File: src/rtl/pc_fetch_pkg.sv
// Shared definitions for the pc_fetch slice: word width, default reset
// vector, retire counter width and the fetch FSM state encoding
// (encoding 2'd3 is unreachable and is treated as IDLE).
package pc_fetch_pkg;

    localparam int unsigned WORD_WIDTH = 16;
    localparam int unsigned CNT_WIDTH  = 16;

    localparam logic [WORD_WIDTH-1:0] DEFAULT_RESET_VECTOR = 16'h0000;

    typedef enum logic [1:0] {
        ST_IDLE  = 2'd0,
        ST_FETCH = 2'd1,
        ST_ISSUE = 2'd2
    } fetch_state_e;

endpackage : pc_fetch_pkg

File: src/rtl/pc_reg.sv
// Program counter register with synchronous reset to RESET_VECTOR.
// Ports:
//   clk, reset : clock and synchronous active-high reset
//   en         : advance the PC this cycle
//   load       : when advancing, take d instead of q+1
//   d          : jump target
//   q          : current PC (wraps modulo 2^WIDTH on increment)
module pc_reg
    import pc_fetch_pkg::*;
#(
    parameter int unsigned           WIDTH        = WORD_WIDTH,
    parameter logic [WIDTH-1:0]      RESET_VECTOR = WIDTH'(DEFAULT_RESET_VECTOR)
) (
    input  logic             clk,
    input  logic             reset,
    input  logic             en,
    input  logic             load,
    input  logic [WIDTH-1:0] d,
    output logic [WIDTH-1:0] q
);

    logic [WIDTH-1:0] pc_q;
    logic [WIDTH-1:0] pc_d;

    // Next PC: hold, jump or increment (natural wrap)
    always_comb begin
        pc_d = pc_q;
        if (en) begin
            pc_d = load ? d : pc_q + WIDTH'(1);
        end
    end

    always_ff @(posedge clk) begin
        if (reset) begin
            pc_q <= RESET_VECTOR;
        end else begin
            pc_q <= pc_d;
        end
    end

    assign q = pc_q;

endmodule : pc_reg

File: src/rtl/pc_fetch.sv
// Program-counter and instruction-fetch stage of the Hack-style CPU.
// Fetches from the instruction ROM with a req/ack handshake and hands each
// instruction to execute with a valid/ready handshake (IDLE -> FETCH -> ISSUE).
// Ports:
//   clk, reset            : clock, synchronous active-high reset
//   rom_req/rom_addr      : fetch request and address (rom_addr == pc)
//   rom_ack/rom_data      : ROM response, captured in FETCH only
//   instr/instr_valid     : registered instruction and its valid flag
//   instr_ready           : execute retires instr (effective in ISSUE only)
//   load/jump_addr        : on retire, next pc = load ? jump_addr : pc+1
//   pc                    : current program counter
//   retired               : saturating retire count (PC_FETCH_RETIRE_COUNT_EN only)
// Optional feature macro: PC_FETCH_RETIRE_COUNT_EN.
module pc_fetch
    import pc_fetch_pkg::*;
#(
    parameter int unsigned      WIDTH        = WORD_WIDTH,
    parameter logic [WIDTH-1:0] RESET_VECTOR = WIDTH'(DEFAULT_RESET_VECTOR)
) (
    input  logic                 clk,
    input  logic                 reset,
    output logic                 rom_req,
    output logic [WIDTH-1:0]     rom_addr,
    input  logic                 rom_ack,
    input  logic [WIDTH-1:0]     rom_data,
    output logic [WIDTH-1:0]     instr,
    output logic                 instr_valid,
    input  logic                 instr_ready,
    input  logic                 load,
    input  logic [WIDTH-1:0]     jump_addr,
    output logic [WIDTH-1:0]     pc
`ifdef PC_FETCH_RETIRE_COUNT_EN
    ,
    output logic [CNT_WIDTH-1:0] retired
`endif
);

    fetch_state_e     state_q;
    fetch_state_e     state_d;
    logic [WIDTH-1:0] instr_q;
    logic [WIDTH-1:0] instr_d;
    logic             rom_req_q;
    logic             rom_req_d;
    logic             instr_valid_q;
    logic             instr_valid_d;
    logic             retire_c;
    logic [WIDTH-1:0] pc_c;

    // Next-state, instruction capture and handshake flags
    always_comb begin
        state_d  = state_q;
        instr_d  = instr_q;
        retire_c = 1'b0;

        case (state_q)
            ST_IDLE: begin
                state_d = ST_FETCH;
            end
            ST_FETCH: begin
                if (rom_ack) begin
                    instr_d = rom_data;
                    state_d = ST_ISSUE;
                end
            end
            ST_ISSUE: begin
                if (instr_ready) begin
                    retire_c = 1'b1;
                    state_d  = ST_FETCH;
                end
            end
            default: begin
                // Unreachable encoding behaves like IDLE
                state_d = ST_FETCH;
            end
        endcase

        // Flags are registered copies of the next-state decode
        rom_req_d     = (state_d == ST_FETCH);
        instr_valid_d = (state_d == ST_ISSUE);
    end

    always_ff @(posedge clk) begin
        if (reset) begin
            state_q       <= ST_IDLE;
            instr_q       <= '0;
            rom_req_q     <= 1'b0;
            instr_valid_q <= 1'b0;
        end else begin
            state_q       <= state_d;
            instr_q       <= instr_d;
            rom_req_q     <= rom_req_d;
            instr_valid_q <= instr_valid_d;
        end
    end

    // PC advances only on a retire; load/jump_addr are ignored otherwise
    pc_reg #(
        .WIDTH        (WIDTH),
        .RESET_VECTOR (RESET_VECTOR)
    ) u_pc_reg (
        .clk   (clk),
        .reset (reset),
        .en    (retire_c),
        .load  (load),
        .d     (jump_addr),
        .q     (pc_c)
    );

`ifdef PC_FETCH_RETIRE_COUNT_EN
    logic [CNT_WIDTH-1:0] retired_q;
    logic [CNT_WIDTH-1:0] retired_d;

    // Saturating retire counter
    always_comb begin
        retired_d = retired_q;
        if (retire_c && (retired_q != {CNT_WIDTH{1'b1}})) begin
            retired_d = retired_q + CNT_WIDTH'(1);
        end
    end

    always_ff @(posedge clk) begin
        if (reset) begin
            retired_q <= '0;
        end else begin
            retired_q <= retired_d;
        end
    end

    assign retired = retired_q;
`endif

    assign rom_req     = rom_req_q;
    assign rom_addr    = pc_c;
    assign pc          = pc_c;
    assign instr       = instr_q;
    assign instr_valid = instr_valid_q;

endmodule : pc_fetch

File: config.mk
export PLATFORM = sky130hd
export DESIGN_NAME = pc_fetch
export DESIGN_NICKNAME = d
export VERILOG_FILES = /design/src/rtl/pc_fetch_pkg.sv /design/src/rtl/pc_reg.sv /design/src/rtl/pc_fetch.sv
export SDC_FILE = /design/constraint.sdc
export NUM_CORES = 1
export LEC_CHECK = 0
export BUFFER_PORTS_ARGS = -buffer_cell sky130_fd_sc_hd__buf_2
export CAP_MARGIN = 20
export CORE_UTILIZATION = 40
export CTS_CLUSTER_SIZE = 8
export DETAILED_ROUTE_END_ITERATION = 10
export GPL_TIMING_DRIVEN = 0
export PLACE_DENSITY = 0.69
export SLEW_MARGIN = 20
export SYNTH_ARGS = -nofsm -noshare
export SYNTH_HDL_FRONTEND = slang
export SYNTH_SLANG_ARGS = --single-unit
File: constraint.sdc
create_clock -name clk -period 2.5 [get_ports clk]
set_clock_uncertainty 0.15 [all_clocks]
set_input_delay 0.125 -clock clk [delete_from_list [all_inputs] [get_ports clk]]
set_output_delay 0.125 -clock clk [all_outputs]
set_load 0.02 [all_outputs]
Word-level counts from Yosys, hierarchy flattened. Cells that the tools add are included.

Output and inout port bits: 50. Bits of input ports: 37. Bits in registers: 36. Word-level logic and storage cells: 17.

Multiplexer cells: 6. Equality and inequality tests: 4. Reductions and logical operators: 1. Add/sub/neg operators: 1.

Operators by type and width (number): adder 16 x 1 -> 16 bit, second input constant (1); two-way mux 16 bit (1); == test 2 x 1 -> 1 bit, second input constant (2); == test 2 bit, second input constant (2); two-way mux 2 bit (2); case mux 2 bit (2 select lines) (1); two-way mux 1 bit (2); AND reduction 2 bit (1).

Depth between registers and ports, before layout.
Depth after elaboration: 3. Gate-level depth with buffers: 7. Gate-level depth less buffers: 6.

Cells and area by module. A second synthesis with hierarchy kept.

Cell total of the unflattened synthesis: 246. Area, all modules: 2052.0 um^2.

Modules (own cells, without submodules): pc_reg (sequential area each 320.3 um^2, area each 1113.6 um^2, cells an instance 139, times used 1); pc_fetch (sequential area each 400.4 um^2, area each 938.4 um^2, cells an instance 107, times used 1).

Worst setup path before layout. OpenSTA, ideal clock, no wires.

Path type: register -> register. Start point: register u_pc_reg.pc_q[2] (netlist: u_pc_reg.q[2]). End point: register u_pc_reg.pc_q[13] (netlist: u_pc_reg.q[13]). Setup time: 0.074 ns. Buffers on the path: 2. Cell stages (with the launch flop): 7. Period minus slack after synthesis: 1.849 ns. Slack: 0.651 ns. Required time: 2.276 ns. Arrival: 1.624 ns. Cell sequence: dfxtp_1 > buf_4 > and4_1 > buf_6 > nand4_4 > or4_1 > a31oi_1.

Cells in the longest elaborated chain, start to end: 2.

Ends and longest elaborated chain: from (decl) (RTL line pc_reg.sv:22) `logic [WIDTH-1:0] pc_q;`; from (signal assigned) (RTL line pc_reg.sv:37) `pc_q <= pc_d;`; adder 16 x 1 -> 16 bit (RTL line pc_reg.sv:29) `pc_d = load ? d : pc_q + WIDTH'(1);`; two-way mux 16 bit (RTL line pc_reg.sv:29).

Every way passes these cells. A chain may end at the register's enable or synchronous reset.

Final worst setup path.
Start point: register state_q[0]. End point: register u_pc_reg.pc_q[1] (netlist: u_pc_reg.q[1]).

Cells in the longest elaborated chain, start to end: 2.

Ends and longest elaborated chain: from (decl) (RTL line pc_fetch.sv:38) `fetch_state_e state_q;`; from (signal assigned) (RTL line pc_fetch.sv:89) `state_q <= state_d;`; == test 2 bit (RTL line pc_fetch.sv:55) `case (state_q)`; two-way mux 1 bit (RTL line pc_fetch.sv:55).

Every way passes these cells.

==> flow_metrics.env <==
export IMPL_wire_per_inst_um=13.33
export IMPL_fin_crit_ps=2105
export IMPL_drv_slew=0
export IMPL_synth_nets=286
export IMPL_synthArstFlopShare=0
export IMPL_switching_share=0.2578
export IMPL_synth_edf_count=0
export IMPL_hpwl_um=3665
export IMPL_rsz0062_at_grt="false"
export IMPL_clk_path_buf_depth=2
export IMPL_synth_yosys_seq_area_share=0.3775
export IMPL_area_growth_synth_to_final_pct=40.17
export IMPL_clkTransAtPathRegs_ps=70
export IMPL_layout_commonest_cell="buf_2"
export IMPL_antenna_found_initial=0
export IMPL_finalNonFillerCells=407
export IMPL_ir_worst_vdd_uv=314.8
export IMPL_grt_pass1_wl_um=8776
export IMPL_seqCellArea_sq_um=720.7
export IMPL_post_route_period_util=0.8421
export IMPL_post_synth_top_area_fraction=0.3775
export IMPL_yosysWarnings=0
export IMPL_setup_viol_count_final=0
export IMPL_cts_sinks=36
export IMPL_drive_above_1_share=0.3183
export IMPL_design_core_area_sq_mm=0.004474
export IMPL_io_pins=87
export IMPL_violations="design-rule violations"
export IMPL_synthTopCellsByArea="dfxtp_1 38%, nand2_1 9.8%, a21oi_1 7.6%, buf_4 6.7%, clkbuf_1 2.9%"
export IMPL_cp_max_fo=10
export IMPL_post_route_util=0.5982
export IMPL_fill_cells=432
export IMPL_nets=396
export IMPL_status="finished with violations"
export IMPL_slew_headroom=0.6074
export IMPL_initial_core_util=0.4267
export IMPL_internal_power_mw=0.9210
export IMPL_r2r_slack_ps=390
export IMPL_timing_final_ws_setup_ps=394.7
export IMPL_layout_common_cells="86 x buf_2, 50 x nand2_1, 36 x dfxtp_1, 29 x a21oi_1, 18 x dlygate4sd3_1"
export IMPL_netlist_instances=245
export IMPL_fp_row_count=24
export IMPL_routabilityCongestion=0.8157
export IMPL_cts_setup_buffers=0
export IMPL_die_h_um=71.09
export IMPL_drc=6
export IMPL_endpoint_kind="flop"
export IMPL_routed_via_density=5.189
export IMPL_placed_area_sq_mm=0.002400
export IMPL_synth_main_ff_cell="dfxtp_1"
export IMPL_antennaDiodeCount=0
export IMPL_synth_top_cell_by_area="dfxtp_1"
export IMPL_antenna_left=0
export IMPL_tns_ps=0
export IMPL_final_hold_violation_count=0
export IMPL_grt_max_degree=11
export IMPL_p_leak_nw=1.223
export IMPL_cts_tree="done"
export IMPL_grt_pass1_vias=1964
export IMPL_arrival_ps=2150
export IMPL_numCtsBuffers=5
export IMPL_synth_cell_types=38
export IMPL_dp_cells=382
export IMPL_hold_path_class="input port to flop"
export IMPL_dieArea_sq_mm=0.005054
export IMPL_power_switching_mw=0.3199
export IMPL_worstPathRequired_ps=2550
export IMPL_overflow=0
export IMPL_root_buffer="clkbuf_8"
export IMPL_fin_hold_ws_ps=5.754
export IMPL_worst_setup_path_start_kind="flop"
export IMPL_max_slew_worst_pin_slew_ps=588.8
export IMPL_syn_avg_cell_area_sq_um=7.793
export IMPL_htree_levels=2
export IMPL_power_mw=1.241
export IMPL_combPwrFrac=0.152
export IMPL_vias=2112
export IMPL_worstSkewPairLatency_ps=290
export IMPL_crit_type="flop to flop"
export IMPL_first_pass_iters=8
export IMPL_seqPwrFrac=0.487
export IMPL_syn_area_sq_mm=0.001909
export IMPL_io_buffers=85
export IMPL_dp_slack_ps=420.7
export IMPL_multiInputGateArea_sq_um=973.4
export IMPL_routed_wl_um=5427
export IMPL_max_cap_violations=0
export IMPL_p_clk_frac=0.361
export IMPL_power_density_mw_per_mm2=463.6
export IMPL_ys_seq_elements=36
export IMPL_finalInstanceArea_sq_mm=0.002676
export IMPL_max_clock_freq_mhz=475.0
export IMPL_die_x_um=71.09
export IMPL_grt_total_usage=0.2177
export IMPL_drt_iter0_drc=216
## path summary, 6_finish.rpt
check / to / depth (start not counted) / startpoint
worst min-delay path: u_pc_reg.q[7]$_SDFFE_PP0P_ / 4 / jump_addr[7]
worst min register to register: instr[12]$_SDFFE_PP0P_ / 2 / instr[12]$_SDFFE_PP0P_
worst max-delay path: u_pc_reg.q[1]$_SDFFE_PP0P_ / 7 / state_q[0]$_SDFF_PP0_
worst max register to register: u_pc_reg.q[1]$_SDFFE_PP0P_ / 7 / state_q[0]$_SDFF_PP0_
## cell usage after synthesis (2+ instances only)
master / instances
nor2_1: 8
nand4_1: 4
inv_1: 4
o311ai_0: 4
nor4_1: 2
nand3_1: 8
nand3b_1: 2
nor2b_1: 3
o21ai_0: 10
clkbuf_1: 15
a31oi_1: 7
a21o_1: 2
nand2_1: 50
and4_1: 4
a2bb2oi_1: 2
o31ai_1: 3
ha_1: 4
mux2i_1: 4
dfxtp_1: 36
a21oi_1: 29
nor3_1: 4
and2_1: 4
a211oi_1: 3
and3_1: 2
or4_1: 2
buf_4: 17
## area by class of cell
type,count,area share
plain buffers,34,0.07480
clock buffers,7,0.03600
inverters,4,0.005610
multi-input cells,171,0.3637
flip-flops and latches,36,0.2693
well taps,52,0.02431
repair buffers,103,0.2263
## timing repair
item                                    4_1_cts  5_1_grt
hold endpoints to repair                     18        0
endpoints found under the setup margin        0        0
resized for setup                             0        0
hold buffers                                 18        0
## sequential cells by signal (all words and copies together), names as in the netlist
name,cells
instr,16
u_pc_reg.q,16
rom_req,1
state_q,2
instr_valid,1
## layer usage
layer	GRT usage	vias to the layer above	wire length (um)
met3	0.05413	8	386
met4	0.05333	0	61
met5	0	-	0
li1	-	1072	-
met1	0.2566	951	2336
met2	0.3953	81	2642
## worst max-delay path, cell delays in order, from the launching register on
cell and delay [ps]:
dfxtp_1 310, inv_1 100, ha_1 190, and2_1 170
clkbuf_1 370, clkbuf_1 410, nor2_1 90, a211oi_1 220
## power groups by stage
stage,clock [mW],sequential [mW],combinational (mW)
global placement,0,0.616,0.163
finish,0.448,0.604,0.188
floorplan,0,0.638,0.0754
CTS,0.457,0.604,0.187
global route,0.474,0.606,0.206
detailed placement,0,0.617,0.165
## cell families (layout without fill, tap and decap cells)
family,count (synthesis),count (layout),share of synthesized area
AOI/OAI and AO/OA,65,65,0.2077
adders and majority gates,4,4,0.02621
buffers and inverters,38,148,0.1127
DFF,36,36,0.3775
muxes,4,4,0.02097
and+or+nand+nor,98,98,0.2549
Note: power is estimated with default switching activity, not from simulation.
